==> src/rtl/sprite_pkg.sv <==
// Shared constants and enums for the sprite scheduler: screen/sprite geometry,
// register-write field codes and the frame-update FSM states.
package sprite_pkg;

  localparam int SCREEN_W = 640;
  localparam int SCREEN_H = 480;
  localparam int SPRITE_W = 32;
  localparam int SPRITE_H = 32;
  localparam int LIM_X    = SCREEN_W - SPRITE_W;
  localparam int LIM_Y    = SCREEN_H - SPRITE_H;

  typedef enum logic [1:0] {
    FLD_X   = 2'd0,
    FLD_Y   = 2'd1,
    FLD_VEL = 2'd2,
    FLD_EN  = 2'd3
  } wr_field_t;

  typedef enum logic [1:0] {
    ST_IDLE    = 2'd0,
    ST_UPDATE  = 2'd1,
    ST_PUBLISH = 2'd2
  } sched_state_t;

endpackage

==> src/rtl/sprite_motion_step.sv <==
// One-axis position step: wraps around the screen by default, or reflects off the
// edges with velocity negation when SPRITE_BOUNCE_EN is defined.
module sprite_motion_step #(
  parameter int VEL_W = 4
) (
  input  logic        [9:0]       pos,
  input  logic signed [VEL_W-1:0] vel,
  input  logic        [9:0]       screen,
  input  logic        [9:0]       lim,
  output logic        [9:0]       pos_nxt,
  output logic signed [VEL_W-1:0] vel_nxt
);

  logic signed [11:0] s;
  logic signed [11:0] r;
  logic signed [11:0] screen_s;
  logic signed [11:0] lim_s;

  assign screen_s = $signed({2'b00, screen});
  assign lim_s    = $signed({2'b00, lim});
  assign s        = $signed({2'b00, pos}) + $signed({{(12-VEL_W){vel[VEL_W-1]}}, vel});

`ifdef SPRITE_BOUNCE_EN
  // Negation that pins the most-negative code to the most-positive one.
  function automatic logic signed [VEL_W-1:0] neg_sat(input logic signed [VEL_W-1:0] v);
    if (v[VEL_W-1] && (v[VEL_W-2:0] == '0))
      return {1'b0, {(VEL_W-1){1'b1}}};
    else
      return -v;
  endfunction

  logic unused_screen;
  assign unused_screen = ^screen;

  always_comb begin
    r       = s;
    vel_nxt = vel;
    if (s < 0) begin
      r       = -s;
      vel_nxt = neg_sat(vel);
    end else if (s > lim_s) begin
      r       = (lim_s <<< 1) - s;
      vel_nxt = neg_sat(vel);
    end
  end
`else
  logic unused_lim;
  assign unused_lim = ^lim;

  always_comb begin
    r       = s;
    vel_nxt = vel;
    if (s < 0)
      r = s + screen_s;
    else if (s >= screen_s)
      r = s - screen_s;
  end
`endif

  assign pos_nxt = r[9:0];

endmodule

==> src/rtl/sprite_scheduler.sv <==
// Frame controller for the sprite renderers: per-slot motion registers, vsync-driven
// update/publish FSM and registered priority pixel arbiter. Optional: SPRITE_BOUNCE_EN.
module sprite_scheduler
  import sprite_pkg::*;
#(
  parameter int N_SPRITES = 4,
  parameter int VEL_W     = 4
) (
  input  logic                    clk,
  input  logic                    reset,
  input  logic                    vsync,
  input  logic                    wr_valid,
  output logic                    wr_ready,
  input  logic [2:0]              wr_slot,
  input  logic [1:0]              wr_field,
  input  logic [9:0]              wr_data,
  output logic [10*N_SPRITES-1:0] sprite_x,
  output logic [10*N_SPRITES-1:0] sprite_y,
  input  logic [N_SPRITES-1:0]    spr_drawing,
  input  logic [N_SPRITES-1:0]    spr_color,
  output logic                    pix_on,
  output logic [2:0]              pix_id,
  output logic                    frame_done
);

  localparam logic [2:0] IDX_LAST = 3'(N_SPRITES - 1);

  logic        [9:0]       pos_x [N_SPRITES];
  logic        [9:0]       pos_y [N_SPRITES];
  logic signed [VEL_W-1:0] vel_x [N_SPRITES];
  logic signed [VEL_W-1:0] vel_y [N_SPRITES];
  logic [N_SPRITES-1:0]    en;

  sched_state_t state, state_nxt;
  logic [2:0]   idx, idx_nxt;
  logic         vsync_q;
  logic         vs_fall;
  logic         wr_fire;

  logic        [9:0]       cur_x, cur_y, nxt_x, nxt_y;
  logic signed [VEL_W-1:0] cur_vx, cur_vy, nxt_vx, nxt_vy;

  logic       win_on_p0;
  logic [2:0] win_id_p0;

  assign vs_fall = vsync_q & ~vsync;
  assign wr_fire = wr_valid & wr_ready;

  always_ff @(posedge clk) begin
    if (reset) begin
      state      <= ST_IDLE;
      idx        <= '0;
      vsync_q    <= 1'b1;
      frame_done <= 1'b0;
    end else begin
      state      <= state_nxt;
      idx        <= idx_nxt;
      vsync_q    <= vsync;
      frame_done <= (state == ST_PUBLISH);
    end
  end

  always_comb begin
    state_nxt = state;
    idx_nxt   = idx;
    wr_ready  = 1'b0;
    case (state)
      ST_IDLE: begin
        wr_ready = ~reset;
        if (vs_fall) begin
          state_nxt = ST_UPDATE;
          idx_nxt   = '0;
        end
      end
      ST_UPDATE: begin
        idx_nxt = idx + 3'd1;
        if (idx == IDX_LAST)
          state_nxt = ST_PUBLISH;
      end
      ST_PUBLISH: state_nxt = ST_IDLE;
      default:    state_nxt = ST_IDLE;
    endcase
  end

  // Select the slot being stepped this cycle.
  always_comb begin
    cur_x  = '0;
    cur_y  = '0;
    cur_vx = '0;
    cur_vy = '0;
    for (int i = 0; i < N_SPRITES; i++) begin
      if (idx == 3'(i)) begin
        cur_x  = pos_x[i];
        cur_y  = pos_y[i];
        cur_vx = vel_x[i];
        cur_vy = vel_y[i];
      end
    end
  end

  sprite_motion_step #(.VEL_W(VEL_W)) u_step_x (
    .pos     (cur_x),
    .vel     (cur_vx),
    .screen  (10'(SCREEN_W)),
    .lim     (10'(LIM_X)),
    .pos_nxt (nxt_x),
    .vel_nxt (nxt_vx)
  );

  sprite_motion_step #(.VEL_W(VEL_W)) u_step_y (
    .pos     (cur_y),
    .vel     (cur_vy),
    .screen  (10'(SCREEN_H)),
    .lim     (10'(LIM_Y)),
    .pos_nxt (nxt_y),
    .vel_nxt (nxt_vy)
  );

  // Writes only land in IDLE and steps only in UPDATE, so the two never collide.
  always_ff @(posedge clk) begin
    if (reset) begin
      for (int i = 0; i < N_SPRITES; i++) begin
        pos_x[i] <= '0;
        pos_y[i] <= '0;
        vel_x[i] <= '0;
        vel_y[i] <= '0;
      end
      en       <= '0;
      sprite_x <= '0;
      sprite_y <= '0;
    end else begin
      for (int i = 0; i < N_SPRITES; i++) begin
        if (wr_fire && wr_slot == 3'(i)) begin
          case (wr_field_t'(wr_field))
            FLD_X:   pos_x[i] <= wr_data;
            FLD_Y:   pos_y[i] <= wr_data;
            FLD_VEL: begin
              vel_x[i] <= $signed(wr_data[VEL_W-1:0]);
              vel_y[i] <= $signed(wr_data[2*VEL_W-1:VEL_W]);
            end
            FLD_EN:  en[i] <= wr_data[0];
            default: ;
          endcase
        end
        if (state == ST_UPDATE && idx == 3'(i) && en[i]) begin
          pos_x[i] <= nxt_x;
          pos_y[i] <= nxt_y;
          vel_x[i] <= nxt_vx;
          vel_y[i] <= nxt_vy;
        end
        if (state == ST_PUBLISH) begin
          sprite_x[10*i +: 10] <= pos_x[i];
          sprite_y[10*i +: 10] <= pos_y[i];
        end
      end
    end
  end

  // p0: lowest lit slot wins; transparent pixels do not occlude.
  always_comb begin
    win_on_p0 = 1'b0;
    win_id_p0 = '0;
    for (int i = N_SPRITES - 1; i >= 0; i--) begin
      if (en[i] && spr_drawing[i] && spr_color[i]) begin
        win_on_p0 = 1'b1;
        win_id_p0 = 3'(i);
      end
    end
  end

  // p1: registered arbiter output.
  always_ff @(posedge clk) begin
    if (reset) begin
      pix_on <= 1'b0;
      pix_id <= '0;
    end else begin
      pix_on <= win_on_p0;
      pix_id <= win_id_p0;
    end
  end

endmodule
==> config.mk <==
export PLATFORM = sky130hd
export DESIGN_NAME = sprite_scheduler
export DESIGN_NICKNAME = d
export VERILOG_FILES = /design/src/rtl/sprite_pkg.sv /design/src/rtl/sprite_motion_step.sv /design/src/rtl/sprite_scheduler.sv
export SDC_FILE = /design/constraint.sdc
export NUM_CORES = 1
export LEC_CHECK = 0
export ABC_AREA = 1
export CORE_UTILIZATION = 41
export CTS_BUF_LIST = sky130_fd_sc_hd__clkbuf_16
export DETAILED_ROUTE_END_ITERATION = 8
export PLACE_DENSITY_LB_ADDON = 0.3
export SYNTH_ARGS = -nofsm -noshare
export SYNTH_HDL_FRONTEND = slang
export SYNTH_SLANG_ARGS = --single-unit
==> constraint.sdc <==
create_clock -name clk -period 4.9 [get_ports clk]
set_clock_uncertainty 0.05 [all_clocks]
set_input_delay 0.98 -clock clk [delete_from_list [all_inputs] [get_ports clk]]
set_output_delay 0.98 -clock clk [all_outputs]
set_load 0.01 [all_outputs]
==> flow_metrics.py, run 1 <==
metrics = {
    "status": {
        "status": "complete, no violations",
    },
    "route": {
        "drt_iter0_drc": 1422,
        "wl_um": 38300,
        "firstDrtPassIters": 8,
        "viasPerCell": 5.62,
        "wl_per_cell_um": 20.7,
        "vias": 10400,
        "route.detailed.drc": 0,
        "postRouteAntennaNets": 0,
    },
    "final_layout": {
        "area_growth_pct": 21.5,
        "final_area_um2": 13200,
        "fin_util_pct": 50.8,
        "final_nets": 1548,
        "diodes": 0,
        "fin_cells": 1847,
        "final_layout_size_suffix_gt1_share_pct": 9.06,
    },
    "synthesis": {
        "yosysTopAreaCell": "edfxtp_1",
        "synth_top_family_by_area": "simple AND/OR/NAND/NOR gates",
        "async_flop_share_pct": 0,
        "syn-cell-area_um2": 10900,
        "synth_top_flop_cell": "edfxtp_1",
        "synth_most_common_cell": "nand2_1",
        "yosysUniqueCellTypes": 51,
        "avgSynthCellArea_um2": 7.86,
        "synthAdderAreaFrac_pct": 3.24,
        "synthTopCellsByArea": "edfxtp_1, dfxtp_1, nand2_1, o21ai_0, nor2_1",
        "synth_common_cells": "nand2_1, nor2_1, o21ai_0",
        "ys_seq_elements": 206,
        "synth_nets": 1440,
        "yosysWarnings": 0,
        "synth_simple_gate_area_share_pct": 26.6,
        "synth_compound_area_share_pct": 14.4,
        "synth_top_area_share_pct": 30.9,
        "synth_mux_area_share_pct": 0,
        "synth_cells": 1386,
        "synth-edff-count": 112,
        "yosysSeqAreaShare_pct": 48.1,
        "synth_xor_area_share_pct": 0.804,
    },
    "sta": {
        "fmax_ghz": 0.226,
        "slew_violations": 0,
        "hold_viol": 0,
        "fin_crit_sh_pct": 90.3,
        "rsz0062_at_grt": "no",
        "tightest_slew_ns": 0.842,
        "fin_crit_ns": 4.42,
        "fin_hold_ws_ns": 0.426,
        "setup_ws_ns": 0.476,
        "fin_setup_tns_ns": 0,
        "setup_viol": 0,
        "slew_headroom_pct": 43.3,
    },
    "global_route": {
        "grt_pass1_wl_um": 57400,
        "grtUsageMet2_pct": 41.0,
        "track_usage_pct": 28.2,
        "grt.met3_usage_pct": 4.57,
        "grt_max_degree": 75,
        "top_usage_layer": "met2",
        "overflow": 0,
        "antenna_found_initial": 2,
        "first_global_vias": 9664,
        "use_met1_pct": 40.9,
    },
    "clock_network": {
        "clockRootBuffer": "clkbuf_16",
        "cts_resized": 0,
        "htree_levels": 1,
        "clk_pin_slew_ns": 0.06,
        "ctsHoldBuffers": 0,
        "clk_latency_ns": 0.52,
        "post-cts-setup-buffers": 0,
        "cts.sink_count": 206,
        "cts_max_path_buffers": 3,
        "cts_tree": "done",
        "cts_buffers": 24,
    },
    "die": {
        "ios": 113,
        "dieArea_um2": 27200,
        "num_rows": 59,
        "start_util_pct": 41.8,
        "coreArea_um2": 26100,
        "fp.dieW_um": 165,
        "die_y_um": 165,
    },
    "critical_path": {
        "cp.arrival_ns": 4.64,
        "crit_type": "reg2reg",
        "cp_max_fo": 12,
        "cpMostUsedCell": "nand2_1",
        "cp_top_family": "simple AND/OR/NAND/NOR gates",
        "slowest_delay_ns": 0.41,
        "crit_slowest_cell": "nor2_1",
        "critPathBufInv": 7,
        "critPathCaptureType": "flip-flop",
        "crit_required_ns": 5.12,
        "start_kind": "flip-flop",
    },
    "pwr": {
        "power_leakage_nw": 5.54,
        "ir_drop_v": 0.000262,
        "total_power_mw": 4.90,
        "power.density_nw_per_um2": 370,
    },
    "placement": {
        "io_buffers": 111,
        "postPlaceCellArea_um2": 12400,
        "dp.cells": 1803,
        "place_ws_ns": 0.586,
        "dp_hpwl_um": 28700,
        "gp_congestion": 0.965,
    },
    "worst_hold_path": {
        "hp-class": "reg2reg",
    },
    "flow_run": {
        "drv_cap": 0,
    },
}
[path summary, 6_finish.rpt]
kind,cells past startpoint,end,slack (ns),from
setup / recovery,26,pos_x[3][9],0.48,idx[1]
hold / removal,2,sprite_x[19],0.43,sprite_x[19]
setup reg to reg,26,pos_x[3][9],0.48,idx[1]
hold reg to reg,2,sprite_x[19],0.43,sprite_x[19]
[worst register-to-register path, stage by stage (launching register included)]
cell,delay [ns]
dfxtp_1,0.33
inv_1,0.11
ha_1,0.22
inv_2,0.08
nor2_1,0.41
buf_4,0.29
nand2_1,0.08
o21ai_0,0.07
nand2_1,0.06
nand3_1,0.07
o21ai_0,0.22
inv_1,0.21
ha_1,0.30
a21oi_1,0.15
inv_1,0.08
a21oi_1,0.25
inv_1,0.10
nand3_1,0.11
nand3_1,0.10
nand2_2,0.13
inv_2,0.07
ha_1,0.17
or2_1,0.23
nand2_1,0.07
nand2_1,0.09
nand3_1,0.08
nand2_1,0.06
[power by group]
group | internal [mW] | switching, mW | total (mW)
clock | 1.14 | 0.733 | 1.88
combinational | 0.341 | 0.799 | 1.14
sequential | 1.85 | 0.0255 | 1.88
[final cells by class]
class / count / area (µm²)
Clock inverter: 17 / 154
Inverter: 130 / 488
Multi-Input combinational cell: 992 / 4930
Timing Repair Buffer: 140 / 1330
Sequential cell: 206 / 5250
Tap cell: 335 / 419
Fill cell: 2482 / 12800
Clock buffer: 27 / 676
[per-layer routing]
metal | vias to the layer above | wire length (µm)
met1 | 4849 | 17100
met4 | 4 | 1600
met3 | 107 | 3520
met2 | 567 | 16000
li1 | 4857 | -
met5 | - | 22
[sequential cells by signal, indices dropped and copies added (netlist names), 3 cells and up]
signal / count
pos_y: 40
sprite_y: 40
vel_y: 16
idx: 3
vel_x: 16
sprite_x: 40
en: 4
pos_x: 40
[logic make-up (layout without fill, tap and decap cells)]
group | after synthesis | after routing
compound gates | 282 | 282
flops | 206 | 206
other cells | 1 | 1
xor+xnor | 10 | 10
fa+ha+maj | 27 | 27
simple gates | 672 | 672
buf+inv | 188 | 314
[placed cells by master (no fill, tap or decap), drive strengths merged, types with 6 or more instances in the layout]
| cell type | count |
|---|---|
| clkbuf | 27 |
| ha | 25 |
| clkdlybuf4s50 | 111 |
| a21oi | 34 |
| edfxtp | 112 |
| a31oi | 15 |
| nand3 | 84 |
| xor2 | 6 |
| dfxtp | 94 |
| o22ai | 42 |
| nand2 | 342 |
| nor2 | 220 |
| nand4 | 12 |
| inv | 137 |
| o21ai | 174 |
| buf | 29 |
| clkinv | 7 |
(Power assumes the default switching activity.)
==> run 2: changes to the inputs <==
--- a/config.mk
+++ b/config.mk
@@ -6,10 +6,11 @@
 export NUM_CORES = 1
 export LEC_CHECK = 0
 export ABC_AREA = 1
-export CORE_UTILIZATION = 41
+export CORE_UTILIZATION = 30
 export CTS_BUF_LIST = sky130_fd_sc_hd__clkbuf_16
 export DETAILED_ROUTE_END_ITERATION = 8
-export PLACE_DENSITY_LB_ADDON = 0.3
+export PLACE_DENSITY = 0.57
+export SLEW_MARGIN = 20
 export SYNTH_ARGS = -nofsm -noshare
 export SYNTH_HDL_FRONTEND = slang
 export SYNTH_SLANG_ARGS = --single-unit
==> run 2 against run 1 <==
The run now ends with DRC left. Total power shrank 4.9%. Routed wire length shrank 0.98%. Clock-buffer cell count shrank 3. Non-clock buffer count shrank 2. Via count shrank 3.6%. Global-route usage shrank 7.9 points. Sequential share of layout area is essentially flat. Combinational power grew 5%. Worst setup slack lost 0.012 ns. Critical path type unchanged.
==> flow_metrics.py, run 2 (same netlist as run 1, synthesis figures left out) <==
metrics = {
    "die": {
        "die_y_um": 193,
        "dieArea_um2": 37100,
        "coreArea_um2": 35700,
        "start_util_pct": 30.6,
        "num_rows": 69,
        "fp.dieW_um": 193,
        "ios": 113,
    },
    "critical_path": {
        "critPathCaptureType": "flip-flop",
        "start_kind": "flip-flop",
        "reg2reg_slack_ns": 0.46,
        "endpoint": "pos_x[0][9]",
        "crit_required_ns": 5.12,
        "r2r-start": "idx[1]",
        "crit_type": "reg2reg",
        "setup.worst_path.start": "idx[1]",
        "r2r_cells": 25,
        "cp.arrival_ns": 4.66,
        "worstReg2RegEnd": "pos_x[0][9]",
        "cp_max_fo": 21,
    },
    "global_route": {
        "first_global_vias": 9588,
        "grtUsageMet2_pct": 33.1,
        "use_met1_pct": 27.7,
        "grt_max_degree": 75,
        "grt_pass1_wl_um": 56900,
        "top_usage_layer": "met2",
        "antenna_found_initial": 0,
        "overflow": 0,
        "track_usage_pct": 20.3,
        "grt.met3_usage_pct": 2.98,
    },
    "route": {
        "vias": 10000,
        "wl_per_cell_um": 19.2,
        "firstDrtPassIters": 7,
        "viasPerCell": 5.09,
        "route.detailed.drc": 26,
        "wl_um": 37900,
        "postRouteAntennaNets": 0,
        "drt_iter0_drc": 801,
    },
    "status": {
        "status": "complete, but fails checks",
        "violations": "DRC",
    },
    "worst_hold_path": {
        "hp-class": "reg2reg",
    },
    "placement": {
        "io_buffers": 111,
        "dp_hpwl_um": 28700,
        "place_ws_ns": 0.627,
        "dp.cells": 1927,
        "gp_congestion": 0.972,
        "postPlaceCellArea_um2": 12500,
    },
    "sta": {
        "fin_setup_tns_ns": 0,
        "fin_crit_ns": 4.44,
        "slew_violations": 0,
        "hold_viol": 0,
        "fin_crit_sh_pct": 90.5,
        "fmax_ghz": 0.225,
        "setup_viol": 0,
        "slew_headroom_pct": 38.2,
        "rsz0062_at_grt": "no",
        "setup_ws_ns": 0.464,
        "tightest_slew_ns": 0.926,
    },
    "clock_network": {
        "clockRootBuffer": "clkbuf_16",
        "htree_levels": 1,
        "cts_resized": 0,
        "cts_buffers": 23,
        "cts.sink_count": 206,
        "cts_tree": "done",
        "clk_latency_ns": 0.52,
        "post-cts-setup-buffers": 0,
        "cts_max_path_buffers": 3,
        "clk_pin_slew_ns": 0.06,
        "ctsHoldBuffers": 0,
    },
    "flow_run": {
        "drv_cap": 0,
    },
    "final_layout": {
        "mostFrequentLayoutCell": "nand2_1",
        "mostFrequentLayoutCells": "nand2_1, nor2_1, o21ai_0",
        "final_nets": 1545,
        "final_area_um2": 13200,
        "fin_cells": 1968,
        "area_growth_pct": 21.4,
        "final_layout_size_suffix_gt1_share_pct": 8.69,
        "diodes": 0,
    },
    "pwr": {
        "ir_drop_v": 0.000179,
        "power_leakage_nw": 5.47,
        "total_power_mw": 4.66,
        "power.density_nw_per_um2": 352,
    },
}
run 2: cell types whose count changed in the layout (fill, tap and decap cells not counted), moves of 2 or more:
cell       previous run  this run
inv_1               119       123
bufinv_16             3         0
clkbuf_16            27        24
clkinv_1              4         1
buf_4                29        27
run 2: area by class of cell:
| class | instances | area [µm²] |
|---|---|---|
| Multi-Input combinational cell | 992 | 4930 |
| Clock buffer | 24 | 601 |
| Timing Repair Buffer | 138 | 1310 |
| Inverter | 130 | 488 |
| Sequential cell | 206 | 5250 |
| Fill cell | 3659 | 22400 |
| Clock inverter | 17 | 78.8 |
| Tap cell | 461 | 577 |
run 2: where the power goes:
group,leakage (nW),internal [mW],switching (mW),total [mW]
Sequential,1.92,1.85,0.0235,1.88
Clock,0.370,0.883,0.699,1.58
Combinational,3.18,0.338,0.859,1.20
Total,5.47,3.08,1.58,4.66
run 2: how the worst min path moves through the flow:
stage,startpoint,endpoint,slack (ns),cells after the start
6_report,sprite_y[33],sprite_y[33],0.43,2
5_1_grt,sprite_y[33],sprite_y[33],0.45,2
4_1_cts,sprite_y[33],sprite_y[33],0.44,2
3_5_place_dp,sprite_y[33],sprite_y[33],0.42,2
3_3_place_gp,sprite_x[8],sprite_x[8],0.42,2
2_1_floorplan,pos_x[0][4],sprite_x[4],0.42,2
run 2: stage by stage:
| step | util (%) | hold slack, ns |
|---|---|---|
| 2_1_floorplan | - | 0.421 |
| 3_3_place_gp | 35.2 | 0.417 |
| 3_5_place_dp | 35.2 | 0.422 |
| 4_1_cts | 37.1 | 0.436 |
| 5_1_grt | 37.1 | 0.449 |
| 6_report | 37.1 | 0.430 |
run 2: layer usage:
layer,wire (µm),vias to the layer above
li1,-,4846
met1,16600,4725
met2,17500,384
met3,2830,58
met4,1010,0
met5,0,-
run 2: critical path, stage by stage (launching register included):
cell and delay (ns):
dfxtp_1 0.37, inv_1 0.09, ha_1 0.22, inv_2 0.13, nor2_1 0.08, buf_4 0.23
o21ai_0 0.47, nand2_1 0.10, nand3_1 0.08, o21ai_0 0.15, inv_1 0.19, ha_1 0.30
a21oi_1 0.16, inv_1 0.08, a21oi_1 0.26, inv_1 0.09, nand3_1 0.12, nand3_1 0.10
nand2_2 0.14, inv_2 0.07, ha_1 0.17, or2_1 0.23, nand2_1 0.07, nand2_1 0.09
nand3_1 0.08, nand2_1 0.06
